**config.mk**
```make
export PLATFORM = sky130hd
export DESIGN_NAME = lsu_ctrl_flat
export DESIGN_NICKNAME = d
export VERILOG_FILES = /design/src/rtl/lsu_pkg.sv /design/src/rtl/lsu_if.sv /design/src/rtl/lsu_align.sv /design/src/rtl/lsu_ctrl.sv /design/src/flat_wrapper.sv
export SDC_FILE = /design/constraint.sdc
export NUM_CORES = 1
export LEC_CHECK = 0
export BUFFER_PORTS_ARGS = -buffer_cell sky130_fd_sc_hd__buf_2
export CAP_MARGIN = 20
export CORE_ASPECT_RATIO = 1.25
export CORE_MARGIN = 2
export CORE_UTILIZATION = 50
export CTS_BUF_LIST = sky130_fd_sc_hd__clkbuf_8
export CTS_CLUSTER_DIAMETER = 200
export CTS_CLUSTER_SIZE = 30
export DETAILED_ROUTE_END_ITERATION = 10
export GPL_ROUTABILITY_DRIVEN = 1
export PLACE_DENSITY = 0.7
export SYNTH_ARGS = -nofsm -noshare
export SYNTH_HDL_FRONTEND = slang
export SYNTH_SLANG_ARGS = --single-unit
```
**constraint.sdc**
```tcl
create_clock -name clk -period 5.65 [get_ports clk]
set_input_delay 0.8475 -clock clk [delete_from_list [all_inputs] [get_ports clk]]
set_output_delay 0.8475 -clock clk [all_outputs]
set_load 0.05 [all_outputs]
```
**src/rtl/lsu_pkg.sv**
```systemverilog
// rtl/lsu_pkg.sv - request-type encodings, size masks and FSM states for the load/store unit
package lsu_pkg;

    localparam logic [2:0] TYPE_B  = 3'b000;
    localparam logic [2:0] TYPE_H  = 3'b001;
    localparam logic [2:0] TYPE_W  = 3'b010;
    localparam logic [2:0] TYPE_BU = 3'b100;
    localparam logic [2:0] TYPE_HU = 3'b101;

    localparam logic [3:0] MASK_B = 4'b0001;
    localparam logic [3:0] MASK_H = 4'b0011;
    localparam logic [3:0] MASK_W = 4'b1111;

    typedef enum logic [2:0] {
        S_IDLE  = 3'd0,
        S_REQ0  = 3'd1,
        S_WAIT0 = 3'd2,
        S_REQ1  = 3'd3,
        S_WAIT1 = 3'd4,
        S_RESP  = 3'd5
    } state_t;

    // Byte-lane mask of an access at offset 0; zero marks an illegal encoding.
    function automatic logic [3:0] size_mask(input logic [2:0] t);
        case (t)
            TYPE_B, TYPE_BU: size_mask = MASK_B;
            TYPE_H, TYPE_HU: size_mask = MASK_H;
            TYPE_W:          size_mask = MASK_W;
            default:         size_mask = 4'b0000;
        endcase
    endfunction

endpackage

```
**src/rtl/lsu_if.sv**
```systemverilog
// rtl/lsu_if.sv - pipeline request/response and memory beat interfaces
// lsu_req_if: master = pipeline, slave = lsu_ctrl.
// lsu_mem_if: master = lsu_ctrl, slave = memory.
interface lsu_req_if #(parameter int ADDR_W = 32);
    logic              req_valid;
    logic              req_ready;
    logic              req_we;
    logic [ADDR_W-1:0] req_addr;
    logic [2:0]        req_type;
    logic [31:0]       req_wdata;
    logic              rsp_valid;
    logic [31:0]       rsp_rdata;
    logic              rsp_err;

    modport master (output req_valid, req_we, req_addr, req_type, req_wdata,
                    input  req_ready, rsp_valid, rsp_rdata, rsp_err);
    modport slave  (input  req_valid, req_we, req_addr, req_type, req_wdata,
                    output req_ready, rsp_valid, rsp_rdata, rsp_err);
endinterface

interface lsu_mem_if #(parameter int ADDR_W = 32);
    logic              mem_req;
    logic              mem_gnt;
    logic              mem_we;
    logic [ADDR_W-1:0] mem_addr;
    logic [3:0]        mem_be;
    logic [31:0]       mem_wdata;
    logic              mem_rvalid;
    logic [31:0]       mem_rdata;

    modport master (output mem_req, mem_we, mem_addr, mem_be, mem_wdata,
                    input  mem_gnt, mem_rvalid, mem_rdata);
    modport slave  (input  mem_req, mem_we, mem_addr, mem_be, mem_wdata,
                    output mem_gnt, mem_rvalid, mem_rdata);
endinterface

```
**src/rtl/lsu_align.sv**
```systemverilog
// rtl/lsu_align.sv - byte-lane shift, byte-enable generation and load extension
// Ports: off_i/type_i/wdata_i describe the access; rdata_lo_i/rdata_hi_i are beat 0/1 data.
//        illegal_o, split_o, be0_o/be1_o, wdata0_o/wdata1_o per beat, load_o merged result.
module lsu_align
    import lsu_pkg::*;
(
    input  logic [1:0]  off_i,
    input  logic [2:0]  type_i,
    input  logic [31:0] wdata_i,
    input  logic [31:0] rdata_lo_i,
    input  logic [31:0] rdata_hi_i,
    output logic        illegal_o,
    output logic        split_o,
    output logic [3:0]  be0_o,
    output logic [3:0]  be1_o,
    output logic [31:0] wdata0_o,
    output logic [31:0] wdata1_o,
    output logic [31:0] load_o
);
    logic [3:0]  mask;
    logic [2:0]  size;
    logic [7:0]  lanes;
    logic [63:0] wide_w;
    logic [63:0] wide_r;
    logic [31:0] m;

    always_comb begin
        mask      = size_mask(type_i);
        illegal_o = (mask == 4'b0000);
        size      = {2'b00, mask[0]} + {2'b00, mask[1]} + {2'b00, mask[2]} + {2'b00, mask[3]};
        split_o   = ({1'b0, off_i} + size) > 3'd4;
        // Shifting across an 8-lane / 64-bit window yields beat 0 in the low half
        // and the spill-over for beat 1 in the high half in one step.
        lanes     = {4'b0000, mask} << off_i;
        be0_o     = lanes[3:0];
        be1_o     = lanes[7:4];
        wide_w    = {32'h0, wdata_i} << {off_i, 3'b000};
        wdata0_o  = wide_w[31:0];
        wdata1_o  = wide_w[63:32];
        wide_r    = {rdata_hi_i, rdata_lo_i} >> {off_i, 3'b000};
        m         = wide_r[31:0];
        case (type_i)
            TYPE_B:  load_o = {{24{m[7]}}, m[7:0]};
            TYPE_H:  load_o = {{16{m[15]}}, m[15:0]};
            TYPE_W:  load_o = m;
            TYPE_BU: load_o = {24'h0, m[7:0]};
            TYPE_HU: load_o = {16'h0, m[15:0]};
            default: load_o = 32'h0;
        endcase
    end
endmodule

```
**src/rtl/lsu_ctrl.sv**
```systemverilog
// rtl/lsu_ctrl.sv - load/store unit controller splitting misaligned accesses into two word beats
// Ports: clk, rst_n (async active-low); req (lsu_req_if.slave) pipeline side;
//        mem (lsu_mem_if.master) word-aligned memory beat side.
module lsu_ctrl
    import lsu_pkg::*;
#(
    parameter int ADDR_W = 32
)(
    input  logic      clk,
    input  logic      rst_n,
    lsu_req_if.slave  req,
    lsu_mem_if.master mem
);
    state_t            state_q;
    logic              we_q;
    logic [ADDR_W-1:0] addr_q;
    logic [2:0]        type_q;
    logic [31:0]       wdata_q;
    logic [31:0]       beat0_q;
    logic [31:0]       beat1_q;
    logic              mem_req_q;
    logic              mem_we_q;
    logic [ADDR_W-1:0] mem_addr_q;
    logic [3:0]        mem_be_q;
    logic [31:0]       mem_wdata_q;
    logic              rsp_valid_q;
    logic [31:0]       rsp_rdata_q;
    logic              rsp_err_q;

    logic              idle;
    logic [ADDR_W-1:0] sel_addr;
    logic [ADDR_W-1:0] base;
    logic [2:0]        sel_type;
    logic [31:0]       sel_wdata;
    logic [31:0]       rdata_lo;
    logic [31:0]       rdata_hi;
    logic              illegal;
    logic              split;
    logic [3:0]        be0;
    logic [3:0]        be1;
    logic [31:0]       wdata0;
    logic [31:0]       wdata1;
    logic [31:0]       load_data;

    // In IDLE the aligner looks at the incoming request so beat 0 can be
    // registered on the acceptance edge; afterwards it uses the latched copy.
    assign idle      = (state_q == S_IDLE);
    assign sel_addr  = idle ? req.req_addr  : addr_q;
    assign sel_type  = idle ? req.req_type  : type_q;
    assign sel_wdata = idle ? req.req_wdata : wdata_q;
    assign base      = {sel_addr[ADDR_W-1:2], 2'b00};
    // The beat arriving this cycle is merged directly so rsp_rdata registers on the same edge.
    assign rdata_lo  = (state_q == S_WAIT0) ? mem.mem_rdata : beat0_q;
    assign rdata_hi  = (state_q == S_WAIT1) ? mem.mem_rdata : beat1_q;

    lsu_align u_align (
        .off_i      (sel_addr[1:0]),
        .type_i     (sel_type),
        .wdata_i    (sel_wdata),
        .rdata_lo_i (rdata_lo),
        .rdata_hi_i (rdata_hi),
        .illegal_o  (illegal),
        .split_o    (split),
        .be0_o      (be0),
        .be1_o      (be1),
        .wdata0_o   (wdata0),
        .wdata1_o   (wdata1),
        .load_o     (load_data)
    );

    always_ff @(posedge clk or negedge rst_n) begin
        if (!rst_n) begin
            state_q     <= S_IDLE;
            we_q        <= 1'b0;
            addr_q      <= '0;
            type_q      <= 3'b000;
            wdata_q     <= 32'h0;
            beat0_q     <= 32'h0;
            beat1_q     <= 32'h0;
            mem_req_q   <= 1'b0;
            mem_we_q    <= 1'b0;
            mem_addr_q  <= '0;
            mem_be_q    <= 4'b0000;
            mem_wdata_q <= 32'h0;
            rsp_valid_q <= 1'b0;
            rsp_rdata_q <= 32'h0;
            rsp_err_q   <= 1'b0;
        end else begin
            case (state_q)
                S_IDLE: begin
                    if (req.req_valid) begin
                        we_q    <= req.req_we;
                        addr_q  <= req.req_addr;
                        type_q  <= req.req_type;
                        wdata_q <= req.req_wdata;
                        if (illegal) begin
                            rsp_valid_q <= 1'b1;
                            rsp_err_q   <= 1'b1;
                            rsp_rdata_q <= 32'h0;
                            state_q     <= S_RESP;
                        end else begin
                            mem_req_q   <= 1'b1;
                            mem_we_q    <= req.req_we;
                            mem_addr_q  <= base;
                            mem_be_q    <= be0;
                            mem_wdata_q <= wdata0;
                            state_q     <= S_REQ0;
                        end
                    end
                end
                S_REQ0: begin
                    if (mem.mem_gnt) begin
                        mem_req_q <= 1'b0;
                        state_q   <= S_WAIT0;
                    end
                end
                S_WAIT0: begin
                    if (mem.mem_rvalid) begin
                        beat0_q <= mem.mem_rdata;
                        if (split) begin
                            mem_req_q   <= 1'b1;
                            mem_addr_q  <= base + ADDR_W'(4);
                            mem_be_q    <= be1;
                            mem_wdata_q <= wdata1;
                            state_q     <= S_REQ1;
                        end else begin
                            rsp_valid_q <= 1'b1;
                            rsp_rdata_q <= we_q ? 32'h0 : load_data;
                            state_q     <= S_RESP;
                        end
                    end
                end
                S_REQ1: begin
                    if (mem.mem_gnt) begin
                        mem_req_q <= 1'b0;
                        state_q   <= S_WAIT1;
                    end
                end
                S_WAIT1: begin
                    if (mem.mem_rvalid) begin
                        beat1_q     <= mem.mem_rdata;
                        rsp_valid_q <= 1'b1;
                        rsp_rdata_q <= we_q ? 32'h0 : load_data;
                        state_q     <= S_RESP;
                    end
                end
                S_RESP: begin
                    rsp_valid_q <= 1'b0;
                    rsp_err_q   <= 1'b0;
                    rsp_rdata_q <= 32'h0;
                    state_q     <= S_IDLE;
                end
                default: state_q <= S_IDLE;
            endcase
        end
    end

    assign req.req_ready = idle;
    assign req.rsp_valid = rsp_valid_q;
    assign req.rsp_rdata = rsp_rdata_q;
    assign req.rsp_err   = rsp_err_q;
    assign mem.mem_req   = mem_req_q;
    assign mem.mem_we    = mem_we_q;
    assign mem.mem_addr  = mem_addr_q;
    assign mem.mem_be    = mem_be_q;
    assign mem.mem_wdata = mem_wdata_q;
endmodule

```
**src/flat_wrapper.sv**
```systemverilog
// flat-port wrapper written by rule: the top's interface ports become plain ports
module lsu_ctrl_flat import lsu_pkg::*;
#(
    parameter int ADDR_W = 32
)
  (clk, rst_n, req_req_valid, req_req_we, req_req_addr, req_req_type, req_req_wdata, req_req_ready, req_rsp_valid, req_rsp_rdata, req_rsp_err, mem_mem_req, mem_mem_we, mem_mem_addr, mem_mem_be, mem_mem_wdata, mem_mem_gnt, mem_mem_rvalid, mem_mem_rdata);
  lsu_req_if #(.ADDR_W(ADDR_W)) req_i ();
  lsu_mem_if #(.ADDR_W(ADDR_W)) mem_i ();
  input  logic clk;
  input  logic rst_n;
  input wire logic [$bits(req_i.req_valid)-1:0] req_req_valid;
  input wire logic [$bits(req_i.req_we)-1:0] req_req_we;
  input wire logic [$bits(req_i.req_addr)-1:0] req_req_addr;
  input wire logic [$bits(req_i.req_type)-1:0] req_req_type;
  input wire logic [$bits(req_i.req_wdata)-1:0] req_req_wdata;
  output wire logic [$bits(req_i.req_ready)-1:0] req_req_ready;
  output wire logic [$bits(req_i.rsp_valid)-1:0] req_rsp_valid;
  output wire logic [$bits(req_i.rsp_rdata)-1:0] req_rsp_rdata;
  output wire logic [$bits(req_i.rsp_err)-1:0] req_rsp_err;
  output wire logic [$bits(mem_i.mem_req)-1:0] mem_mem_req;
  output wire logic [$bits(mem_i.mem_we)-1:0] mem_mem_we;
  output wire logic [$bits(mem_i.mem_addr)-1:0] mem_mem_addr;
  output wire logic [$bits(mem_i.mem_be)-1:0] mem_mem_be;
  output wire logic [$bits(mem_i.mem_wdata)-1:0] mem_mem_wdata;
  input wire logic [$bits(mem_i.mem_gnt)-1:0] mem_mem_gnt;
  input wire logic [$bits(mem_i.mem_rvalid)-1:0] mem_mem_rvalid;
  input wire logic [$bits(mem_i.mem_rdata)-1:0] mem_mem_rdata;
  assign req_i.req_valid = req_req_valid;
  assign req_i.req_we = req_req_we;
  assign req_i.req_addr = req_req_addr;
  assign req_i.req_type = req_req_type;
  assign req_i.req_wdata = req_req_wdata;
  assign req_req_ready = req_i.req_ready;
  assign req_rsp_valid = req_i.rsp_valid;
  assign req_rsp_rdata = req_i.rsp_rdata;
  assign req_rsp_err = req_i.rsp_err;
  assign mem_mem_req = mem_i.mem_req;
  assign mem_mem_we = mem_i.mem_we;
  assign mem_mem_addr = mem_i.mem_addr;
  assign mem_mem_be = mem_i.mem_be;
  assign mem_mem_wdata = mem_i.mem_wdata;
  assign mem_i.mem_gnt = mem_mem_gnt;
  assign mem_i.mem_rvalid = mem_mem_rvalid;
  assign mem_i.mem_rdata = mem_mem_rdata;
  lsu_ctrl #(.ADDR_W(ADDR_W)) u_core (.clk(clk), .rst_n(rst_n), .req(req_i), .mem(mem_i));
endmodule
```
; After elaboration in Yosys (flattened, before gate mapping)
; Cells that the tools add are included.
[word_totals]
ff_bits = 239
[classes]
add_sub_neg = 5
magnitude_cmp = 1
n_eq_ne = 19
n_shift = 3
mux = 50
bitwise_logic = 1
n_reduce_logical = 19
[op_table]
columns = op, count
row1 = two-way mux 32 bit, 18
row2 = case mux 32 bit (5 select lines), 1
row3 = case mux 32 bit (2 select lines), 2
row4 = case mux 32 bit (4 select lines), 1
row5 = << shifter 32 x 5 -> 64 bit, 1
row6 = >> shifter 64 x 5 -> 32 bit, 1
row7 = adder 32 x 3 -> 32 bit (second input constant), 1
row8 = two-way mux 3 bit, 8
row9 = two-way mux 4 bit, 4
row10 = inequality test 2 bit (second input constant), 8
row11 = case mux 3 bit (5 select lines), 1
row12 = equality test 3 bit (second input constant), 4
row13 = case mux 4 bit (3 select lines), 1
row14 = AND reduction 6 bit, 2
row15 = two-way mux 1 bit, 10
row16 = AND reduction 5 bit, 2
row17 = equality test 3 x 2 -> 1 bit (second input constant), 3
row18 = case mux 4 bit (2 select lines), 1
row19 = << shifter 4 x 2 -> 8 bit, 1
row20 = equality test 3 x 1 -> 1 bit (second input constant), 2
row21 = zero test 3 bit, 2
row22 = AND reduction 2 bit, 3
row23 = AND reduction 3 bit, 2
row24 = OR reduction 2 bit, 3
row25 = other kinds (14), 16

; Longest topological paths before layout
; Gate-level depths: netlist of the first run.
[logic_depth]
ltp_word = 13
ltp_mapped = 19
mapped_depth_nobuf = 13

; Cells and area by module
; A second synthesis of the first run with hierarchy kept.
[unflattened]
hier_cells = 1504
area_unflattened_um2 = 14288.7
[modules_own_cells]
columns = module, n_inst, cells_per_inst, area_per_inst_um2, seq_area_each_um2
row1 = lsu_ctrl, 1, 1231, 11876.4, 5930.7
row2 = lsu_align, 1, 273, 2412.3, 0.0

; Worst setup path before layout of the first run
; Ideal clock, no wire load.
[synth_timing]
kind = input -> register
startpoint = input req_req_type[2]
endpoint = register u_core.rsp_rdata_q[15], in the netlist u_core.req.rsp_rdata[15]
setup_ns = 0.069
arrival_time_ns = 4.000
slack_ns = 1.581
cell_stages = 15
n_path_buf = 3
cell_sequence = or2_2 -> mux2_4 -> or2_1 -> buf_4 -> inv_1 -> nor3b_1 -> fa_1 -> nand2b_1 -> a21oi_1 -> o221ai_2 -> or2_0 -> clkbuf_2 -> or4_1 -> buf_2 -> nand3_1
[synth_between]
elab_chain_len = 11
word_cells_on_any_way = 24
classes_between = add/sub (4) / order compare (1) / eq/ne (6) / mux (8) / reduce/logical (5)
[synth_lines]
columns = item, line
row1 = from (decl), flat_wrapper.sv:14  ; input wire logic [$bits(req_i.req_type)-1:0] req_req_type;
row2 = two-way mux 3 bit *, lsu_ctrl.sv:49  ; assign sel_type = idle ? req.req_type : type_q;
row3 = equality test 3 bit (tied with other cells), "lsu_pkg.sv:25, lsu_align.sv:42"
row4 = OR reduction 2 bit, lsu_pkg.sv:25  ; case (t)
row5 = case mux 4 bit (3 select lines), lsu_pkg.sv:25
row6 = adder 1 x 1 -> 2 bit, lsu_align.sv:30  ; size = {2'b00, mask[0]} + {2'b00, mask[1]} + {2'b00, mask[2]} + {2'b00, mask[3]};
row7 = adder 2 x 1 -> 3 bit, lsu_align.sv:30
row8 = adder 3 x 1 -> 3 bit, lsu_align.sv:30
row9 = adder 2 x 3 -> 3 bit, lsu_align.sv:31  ; split_o = ({1'b0, off_i} + size) > 3'd4;
row10 = > comparator 3 bit, lsu_align.sv:31
row11 = inequality test 2 bit (no line), -
row12 = AND reduction 6 bit (no line), -
row13 = to (signal assigned), lsu_ctrl.sv:128  ; rsp_rdata_q <= we_q ? 32'h0 : load_data;
row14 = to (signal assigned), lsu_ctrl.sv:143  ; rsp_rdata_q <= we_q ? 32'h0 : load_data;
row15 = to (decl), lsu_ctrl.sv:27  ; logic [31:0] rsp_rdata_q;
; Every way passes the cells marked *; elsewhere a longest branch is shown, timed or not. The select of a mux whose other input is x is not followed.
; A chain may end at the register's enable or synchronous reset.

; Final worst setup path of the first run
[layout_timing]
startpoint = register u_core.state_q[1]
endpoint = register u_core.rsp_rdata_q[20], in the netlist u_core.req.rsp_rdata[20]
[layout_between]
elab_chain_len = 12
word_cells_on_any_way = 36
classes_between = add/sub (4) / order compare (1) / eq/ne (12) / shift (1) / mux (11) / reduce/logical (7)
[layout_lines]
columns = item, line
row1 = from (decl), lsu_ctrl.sv:14  ; state_t state_q;
row2 = from (signal assigned), lsu_ctrl.sv:73  ; state_q <= S_IDLE;
row3 = from (signal assigned), lsu_ctrl.sv:100  ; state_q <= S_RESP;
row4 = from (signal assigned), lsu_ctrl.sv:107  ; state_q <= S_REQ0;
row5 = zero test 3 bit, "lsu_ctrl.sv:47, lsu_ctrl.sv:89"
row6 = two-way mux 3 bit, lsu_ctrl.sv:49
row7 = equality test 3 bit (tied with other cells), "lsu_pkg.sv:25, lsu_align.sv:42"
row8 = OR reduction 2 bit, lsu_pkg.sv:25
row9 = case mux 4 bit (3 select lines), lsu_pkg.sv:25
row10 = adder 1 x 1 -> 2 bit, lsu_align.sv:30
row11 = adder 2 x 1 -> 3 bit, lsu_align.sv:30
row12 = adder 3 x 1 -> 3 bit, lsu_align.sv:30
row13 = adder 2 x 3 -> 3 bit, lsu_align.sv:31
row14 = > comparator 3 bit, lsu_align.sv:31
row15 = inequality test 2 bit (no line), -
row16 = AND reduction 6 bit (no line), -
; Several ways; a longest one is shown, not always the timed one. The select of a mux whose other input is x is not followed.

==> results of run 1 <==
==> state kept, by name, indices dropped and copies added (netlist names) <==
name / flops
u_core.mem.mem_be: 4
u_core.mem.mem_req: 1
u_core.we_q: 1
u_core.beat1_q: 24
u_core.addr_q: 32
u_core.req.rsp_err: 1
u_core.beat0_q: 32
u_core.type_q: 3
u_core.wdata_q: 32
u_core.mem.mem_wdata: 32
u_core.req.rsp_valid: 1
u_core.mem.mem_we: 1
u_core.state_q: 3
u_core.mem.mem_addr: 30
u_core.req.rsp_rdata: 32
==> kinds of logic after synthesis <==
group | Yosys count | synth area share [%]
buffers and inverters | 113 | 4.24
other | 1 | 0.0287
xor gates and xnor gates | 30 | 2.01
AOI/OAI and AO/OA | 240 | 12.7
DFF | 229 | 43.8
muxes | 242 | 19.6
and+or+nand+nor | 522 | 17.2
adders and majority gates | 4 | 0.440
==> worst max-delay path: cells and delay by family, from the launching register on <==
kind	cells	cell delay, ps
mux	1	360
buf+inv	4	980
compound gates	4	600
fa+ha+maj	1	440
flops	1	630
simple gates	5	1700
==> worst min-delay path by stage <==
stage                                             start                                 end  cells after the start
after floorplan           u_core.addr_q[10]$_DFFE_PN0P_       u_core.addr_q[10]$_DFFE_PN0P_                      2
after global placement    u_core.addr_q[10]$_DFFE_PN0P_       u_core.addr_q[10]$_DFFE_PN0P_                      2
after detailed placement  u_core.addr_q[31]$_DFFE_PN0P_       u_core.addr_q[31]$_DFFE_PN0P_                      2
after CTS                                         rst_n  u_core.mem.mem_addr[9]$_DFFE_PN0P_                      1
after global routing                              rst_n       u_core.addr_q[17]$_DFFE_PN0P_                      1
final                                             rst_n       u_core.addr_q[17]$_DFFE_PN0P_                      1
==> area by class of cell <==
cell class / count / area [sq um] / share of cell area, %
inverter: 10 / 47.5 / 0.330
timing repair buffer: 229 / 1230 / 8.53
antenna: 4 / 10.0 / 0.0694
multi-input combinational: 1040 / 6820 / 47.2
clock inverter: 1 / 16.3 / 0.113
tap: 340 / 425 / 2.95
clock buffer: 11 / 151 / 1.05
sequential: 229 / 5730 / 39.7
==> stage by stage <==
| step | worst slack (ps) | hold slack [ps] |
|---|---|---|
| after floorplan | 1580 | 440 |
| after global placement | 1050 | 453 |
| after detailed placement | 879 | 462 |
| after CTS | 820 | 462 |
| after global routing | 451 | 467 |
| final | 811 | 377 |
==> power by group <==
part	leakage (nW)	internal [mW]	switching (mW)
Combinational	4.19	1.83	3.45
Sequential	2.92	2.33	0.499
Clock	0.0860	0.186	0.511
Total	7.20	4.34	4.46
==> layout by cell type, fill, tap and decap left out, drive strengths merged, types with 6 or more instances in the layout <==
| cell type | synthesis | layout |
|---|---|---|
| nand2 | 375 | 375 |
| dfrtp | 229 | 229 |
| buf | 47 | 229 |
| mux2i | 143 | 143 |
| mux2 | 99 | 99 |
| o21ai | 87 | 87 |
| nor2 | 47 | 47 |
| a21oi | 45 | 45 |
| nand3 | 27 | 27 |
| xor2 | 17 | 17 |
| o22a | 17 | 17 |
| a32o | 16 | 16 |
| a221o | 15 | 15 |
| xnor2 | 13 | 13 |
| a211oi | 13 | 13 |
| nor3 | 13 | 13 |
| and3 | 12 | 12 |
| clkbuf | 56 | 11 |
| inv | 10 | 10 |
| a31oi | 9 | 9 |
| or3 | 9 | 9 |
| a22oi | 8 | 8 |
| a2bb2oi | 7 | 7 |
| and2 | 6 | 6 |
| or2 | 6 | 6 |
| nor3b | 6 | 6 |
==> per-layer routing <==
layer,GRT usage (%),vias to the layer above,share of wire (%)
met4,12.3,2,5.1
met1,34.2,5294,41
met2,43.7,361,48
met3,3.33,92,5.8
met5,0,-,0.035
li1,-,5087,-
==> metrics, run 1 <==
Pre-Repair DR Iteration Count 5; Pwr Total 8.81 mW; kind of critical path reg2reg; final global-route overflow total 0; initial antenna violation count 5; CTS tree built; nature of the critical path endpoint flip-flop; Site Rows 66; Fillers 2359; Post-Syn Area 13100 sq um; Cell Chain, Critical Path or3_4 -> inv_8 -> mux2i_1 -> or2_1 -> inv_1 -> nor3b_1 -> fa_1 -> nand2b_1 -> a21oi_1 -> o221ai_2 -> buf_4 -> or3_1 -> a211oi_2 -> buf_4 -> a221o_1; first-pass GRT wire length 57.0 mm; Synth async-reset ratio 100%; critical path startpoint u_core.state_q[1]$_DFFE_PN0P_; Synth top cells by count nand2_1, dfrtp_1, mux2i_1; routed wire length 36.7 mm; Post-CTS Resized 0; Nets 1630; post-layout min period 4840 ps; Avg Vias per Cell 5.81; Root Driver clkbuf_8; initial core utilization 50.6%; Slew Limit Fails 0; Post-DP Area 14200 sq um; pwr dens 610 nW/um^2; R2R Path End u_core.req.rsp_rdata[20]$_DFFE_PN0P_; R2R setup slack 810 ps; Placed Cells 1847; count leader, synth nand2_1; crit path DAT 5260 ps; share of the yosys chip area belonging to registers 43.8%; 1st-iter DRT viols 728; clock slew at reported path FFs 180 ps; CTS H-tree lvls 1; cell taking the most area after synthesis dfrtp_1; status finished clean; IR Drop Worst-Case VDD 0.384 mV; HP Class in2async; clk sink count 229; CTS buffer count 11; max cap viols 0; vias in the first global route 10400; clk buf depth 3; RePlAce Congestion 0.915; Final Instance Area 14400 sq um; io pins 210; leakage 7.20 nW; Cell variety after synth 75; Max FO, Critical Path 36; share of layout cells above drive strength 1 24.3%; RSZ-0062 raised after global routing false; EDFF count, synth 0; port buffer count 207; largest net degree at the start of global routing 138; Synth top area share 43.8%; setup repair bufs after CTS 0; skew final 28.9 ps; vias post-DR 10800; CP peak stage delay 660 ps; crit start category flip-flop; DRT antenna net count 0; CP max stage cell or3_4; DPL Wire Length 25.7 mm; #FFs+latches synth 229; Die Area 27500 sq um; worst r2r path cells 15; Fmax 207 MHz; Total GRT Usage 26.2%; Layout Area Growth over Synthesis 10.3%; fin util 55.8%; Final Hold Fails 0; Syn Area/Cell 9.47 sq um; CP required 6070 ps; Synth Flop Type dfrtp_1; RR Startpoint u_core.state_q[1]$_DFFE_PN0P_; die height 185 um; chip width 149 um; Non-Filler Instances 1864; synth warn 0; DR DRC count 0; CORE AREA 25800 sq um; Syn Inst Count 1381; DR WL/cell 19.7 um; Slew @ Worst Pin 1090 ps; Final period util 85.7%; hold bufs inserted after CTS 0; final setup violation count 0; Worst Setup EP u_core.req.rsp_rdata[20]$_DFFE_PN0P_; setup TNS 0 ps; most used cell, CP buf_4; top post-synthesis cells by area dfrtp_1, mux2i_1, nand2_1; Slew HR 27.6%; worst skew pair latency 540 ps
Power figures use the tool's default switching activity.
==> run 2: changes to the inputs <==
--- a/config.mk
+++ b/config.mk
@@ -8,7 +8,7 @@
 export BUFFER_PORTS_ARGS = -buffer_cell sky130_fd_sc_hd__buf_2
 export CAP_MARGIN = 20
 export CORE_ASPECT_RATIO = 1.25
-export CORE_MARGIN = 2
+export CORE_MARGIN = 5
 export CORE_UTILIZATION = 50
 export CTS_BUF_LIST = sky130_fd_sc_hd__clkbuf_8
 export CTS_CLUSTER_DIAMETER = 200
@@ -19,3 +19,4 @@
 export SYNTH_ARGS = -nofsm -noshare
 export SYNTH_HDL_FRONTEND = slang
 export SYNTH_SLANG_ARGS = --single-unit
+export TNS_END_PERCENT = 20
==> constraint.sdc (replaced) <==
create_clock -name clk -period 5.65 [get_ports clk]
set_input_delay 1.13 -clock clk [delete_from_list [all_inputs] [get_ports clk]]
set_output_delay 1.13 -clock clk [all_outputs]
set_load 0.05 [all_outputs]
==> run 2 against run 1 <==
Against the previous run: sequential share of layout area shrank 0.055 points; sequential cell count unchanged; clock skew is 2.3 ps lower; non-clock buffer count rose by 3; global-route usage fell by 1.6 points; total power grew 0.50%; via count decreased by 0.49%; worst hold slack improved by 120 ps; register-to-register slack improved by 30 ps; cell count about the same; die area up 7.4%; critical path type unchanged; largest power group unchanged.
==> metrics, run 2 (same netlist as run 1, synthesis figures left out) <==
CP max stage cell or3_4; leakage 7.21 nW; largest net degree at the start of global routing 126; Root Driver clkbuf_8; Slew Limit Fails 0; DR DRC count 0; Site Rows 66; Reg area 5730 sq um; setup TNS 0 ps; DPL Wire Length 26.3 mm; clk buf depth 3; CTS buffer count 11; clock slew at reported path FFs 190 ps; Fmax 208 MHz; crit start category flip-flop; commonest non-fill, non-tap cell in the layout nand2_1; CP peak stage delay 670 ps; vias post-DR 10800; RePlAce Congestion 0.906; clk sink count 229; CP required 6080 ps; multi-input logic area 6820 sq um; setup repair bufs after CTS 0; Final period util 85.0%; post-layout min period 4810 ps; nature of the critical path endpoint flip-flop; DRT antenna net count 0; kind of critical path reg2reg; Fillers 2372; HP Class reg2reg; initial core utilization 50.4%; crit path DAT 5230 ps; Post-CTS Resized 0; first-pass GRT wire length 58.7 mm; final setup violation count 0; skew final 26.7 ps; Nets 1633; port buffer count 207; Avg Vias per Cell 5.78; initial antenna violation count 6; DR WL/cell 20.0 um; most used cell, CP buf_4; Cell Chain, Critical Path or3_4 -> inv_8 -> mux2i_1 -> or2_1 -> inv_1 -> nor3b_1 -> fa_1 -> nand2b_1 -> a21oi_1 -> o221ai_2 -> buf_4 -> or3_1 -> a211oi_2 -> buf_4 -> a221o_1; hold bufs inserted after CTS 0; most frequent cells in the layout nand2_1, dfrtp_1, buf_2; chip width 155 um; CTS H-tree lvls 1; Slew HR 27.5%; Slew @ Worst Pin 1090 ps; fin util 55.7%; Die Area 29500 sq um; Pwr Total 8.85 mW; share of layout cells above drive strength 1 24.5%; worst skew pair latency 540 ps; 1st-iter DRT viols 642; Pre-Repair DR Iteration Count 5; RSZ-0062 raised after global routing false; Non-Filler Instances 1865; max cap viols 0; Placed Cells 1850; Final Hold Fails 0; IR Drop Worst-Case VDD 0.342 mV; CORE AREA 25900 sq um; die height 191 um; Total GRT Usage 24.6%; status finished clean; Layout Area Growth over Synthesis 10.5%; CTS tree built; io pins 210; routed wire length 37.3 mm; vias in the first global route 10600; pwr dens 613 nW/um^2; final global-route overflow total 0; Max FO, Critical Path 36
## run 2: path summary, 6_finish.rpt
| kind | start | end | slack, ps | cells after the start |
|---|---|---|---|---|
| worst min register to register | u_core.mem.mem_addr[22]$_DFFE_PN0P_ | u_core.mem.mem_addr[22]$_DFFE_PN0P_ | 500 | 2 |
| min in group asynchronous | rst_n | u_core.addr_q[19]$_DFFE_PN0P_ | 620 | 1 |
| worst max-delay path | u_core.state_q[1]$_DFFE_PN0P_ | u_core.req.rsp_rdata[29]$_DFFE_PN0P_ | 840 | 15 |
| worst min-delay path | u_core.mem.mem_addr[22]$_DFFE_PN0P_ | u_core.mem.mem_addr[22]$_DFFE_PN0P_ | 500 | 2 |
| max in group asynchronous | rst_n | u_core.beat0_q[20]$_DFFE_PN0P_ | 3810 | 2 |
| worst max register to register | u_core.state_q[1]$_DFFE_PN0P_ | u_core.req.rsp_rdata[29]$_DFFE_PN0P_ | 840 | 15 |
## run 2: cell type report
type                       instances  area share, %
tap                              340           2.94
sequential                       229           39.7
clock buffer                      11           1.05
timing repair buffer             232           8.68
multi-input combinational       1040           47.2
clock inverter                     1          0.113
antenna                            2         0.0346
inverter                          10          0.329
## run 2: stage by stage
step                      hold WS (ps)  instance area, sq um  setup WS [ps]
after floorplan                    440                 13100           1300
after global placement             454                 14200            869
after detailed placement           466                 14200            781
after CTS                          505                 14400            804
after global routing               528                 14400            528
final                              498                 14400            845
## run 2: layer usage
| layer | part of all wire, % | vias to the layer above | GRT usage [%] |
|---|---|---|---|
| met1 | 41 | 5244 | 32.2 |
| li1 | - | 5088 | - |
| met5 | 0.20 | - | 0 |
| met4 | 4.1 | 8 | 9.62 |
| met2 | 49 | 368 | 41.5 |
| met3 | 6.0 | 75 | 3.52 |
## run 2: power by group
part	leakage (nW)	switching (mW)	total, mW	internal (mW)
Clock	0.0860	0.514	0.700	0.186
Combinational	4.21	3.50	5.35	1.85
Sequential	2.92	0.478	2.81	2.33
Total	7.21	4.49	8.85	4.36
## run 2: critical path: cells and delay by family, from the launching register on
kind / cells / cell delay [ps]
fa+ha+maj: 1 / 450
mux: 1 / 370
compound gates: 4 / 610
buf+inv: 4 / 930
simple gates: 5 / 1710
flops: 1 / 620
==> run 3: changes to the inputs <==
--- a/config.mk
+++ b/config.mk
@@ -15,7 +15,7 @@
 export CTS_CLUSTER_SIZE = 30
 export DETAILED_ROUTE_END_ITERATION = 10
 export GPL_ROUTABILITY_DRIVEN = 1
-export PLACE_DENSITY = 0.7
+export PLACE_DENSITY = 0.71
 export SYNTH_ARGS = -nofsm -noshare
 export SYNTH_HDL_FRONTEND = slang
 export SYNTH_SLANG_ARGS = --single-unit
==> run 3 against run 2 <==
Against the previous run: worst hold slack worse by 4.0 ps; sequential power hardly changed; die area unchanged; register-to-register slack got worse by 120 ps; cell count shrank 0.11%; clock skew fell by 4.5 ps; sequential share of layout area about the same; via count about the same; critical path type unchanged; largest power group unchanged; highest routed layer unchanged.
==> metrics, run 3 (same netlist as run 1, synthesis figures left out) <==
status finished clean; commonest non-fill, non-tap cell in the layout nand2_1; routed wire length 36.3 mm; multi-input logic area 6820 sq um; worst skew pair latency 530 ps; crit start category flip-flop; crit path DAT 5350 ps; Post-CTS Resized 0; pwr dens 610 nW/um^2; Pre-Repair DR Iteration Count 5; Max FO, Critical Path 43; skew final 22.1 ps; CP max stage cell or3_4; fin util 55.7%; Pwr Total 8.82 mW; share of layout cells above drive strength 1 24.2%; Clock power frac 7.7%; hold bufs inserted after CTS 0; Cell Chain, Critical Path or3_4 -> inv_8 -> mux2i_1 -> or2_1 -> inv_1 -> nor3b_1 -> fa_1 -> nand2b_1 -> a21oi_1 -> o221ai_2 -> or3_1 -> a211oi_2 -> buf_4 -> a221o_1; Nets 1628; DR DRC count 0; CTS tree built; DRT antenna net count 0; io pins 210; CORE AREA 25900 sq um; largest net degree at the start of global routing 133; Switching Share 50.5%; RSZ-0062 raised after global routing false; vias post-DR 10800; Avg Vias per Cell 5.78; Layout Area Growth over Synthesis 10.5%; port buffer count 207; most frequent cells in the layout nand2_1, dfrtp_1, buf_2; Crit path buffers/inverters 3; fin worst setup slack 728 ps; initial antenna violation count 3; pre-CTS setup slack 741 ps; first-pass GRT wire length 58.0 mm; Die Area 29500 sq um; Fillers 2355; 1st-iter DRT viols 743; DR WL/cell 19.5 um; chip width 155 um; Total GRT Usage 24.3%; IR Drop Worst-Case VDD 0.365 mV; CTS buffer count 11; Root Driver clkbuf_8; Final period util 87.1%; setup TNS 0 ps; CP required 6080 ps; clock slew at reported path FFs 170 ps; leakage 7.20 nW; HP Class reg2reg; CP peak stage delay 710 ps; Slew HR 29.9%; setup repair bufs after CTS 0; DPL Wire Length 25.7 mm; Non-Filler Instances 1863; Final Instance Area 14500 sq um; Crit path max-delay family simple AND/OR/NAND/NOR gates; Placed Cells 1843; Final Hold Fails 0; Post-DP Area 14200 sq um; RePlAce Congestion 0.900; Reg area 5730 sq um; Hold WS 494 ps; clk buf depth 3; max cap viols 0; Internal 4.37 mW; die height 191 um; final setup violation count 0; Slew @ Worst Pin 1050 ps; Slew Limit Fails 0; kind of critical path reg2reg; post-layout min period 4920 ps; P_sw 4.45 mW; final global-route overflow total 0; sequential share of power 32.1%; Fmax 203 MHz; nature of the critical path endpoint flip-flop; combinational fraction of design power 60.2%; Site Rows 66; vias in the first global route 10700; CTS H-tree lvls 1; initial core utilization 50.4%; clk sink count 229
[run 3: changes by cell type in the layout (fill, tap and decap cells not counted), sizes merged]
cell / change
buf: -5
diode: +3
[run 3: worst paths after layout]
path / startpoint / end / slack (ps) / cells past startpoint
max: u_core.state_q[0]$_DFFE_PN0P_ / u_core.req.rsp_rdata[27]$_DFFE_PN0P_ / 730 / 14
min reg2reg: u_core.mem.mem_addr[19]$_DFFE_PN0P_ / u_core.mem.mem_addr[19]$_DFFE_PN0P_ / 490 / 2
max in group asynchronous: rst_n / u_core.wdata_q[29]$_DFFE_PN0P_ / 3890 / 2
min in group asynchronous: rst_n / u_core.mem.mem_addr[16]$_DFFE_PN0P_ / 670 / 1
min: u_core.mem.mem_addr[19]$_DFFE_PN0P_ / u_core.mem.mem_addr[19]$_DFFE_PN0P_ / 490 / 2
max reg2reg: u_core.state_q[0]$_DFFE_PN0P_ / u_core.req.rsp_rdata[27]$_DFFE_PN0P_ / 730 / 14
[run 3: power groups by stage]
| stage | registers (mW) | logic (mW) | clock network, mW |
|---|---|---|---|
| after CTS | 2.82 | 5.26 | 0.710 |
| after detailed placement | 2.85 | 5.26 | 0 |
| after global routing | 2.92 | 5.77 | 0.759 |
| after floorplan | 3.60 | 3.25 | 0 |
| after global placement | 2.83 | 5.16 | 0 |
| final | 2.83 | 5.31 | 0.680 |
[run 3: routing by layer]
layer / GRT usage, % / share of wire (%)
met1: 31.7 / 42
met2: 41.1 / 48
met3: 3.13 / 5.3
met4: 9.85 / 4.4
met5: 0 / 0.069
[run 3: final cells by class]
type | instances | area share [%]
Tap cell | 340 | 2.94
Inverter | 10 | 0.329
Timing Repair Buffer | 227 | 8.64
Clock inverter | 1 | 0.113
Multi-Input combinational cell | 1040 | 47.2
Antenna cell | 5 | 0.0866
Clock buffer | 11 | 1.05
Sequential cell | 229 | 39.7
[run 3: worst reg2reg max path, delay by kind of cell, from the launching register on]
| kind | cells | cell delay (ps) |
|---|---|---|
| AO/OA/AOI/OAI | 4 | 940 |
| adder cells (fa/ha/maj) | 1 | 460 |
| buffers and inverters | 3 | 640 |
| flip-flops | 1 | 620 |
| multiplexers | 1 | 410 |
| AND/OR/NAND/NOR | 5 | 1760 |
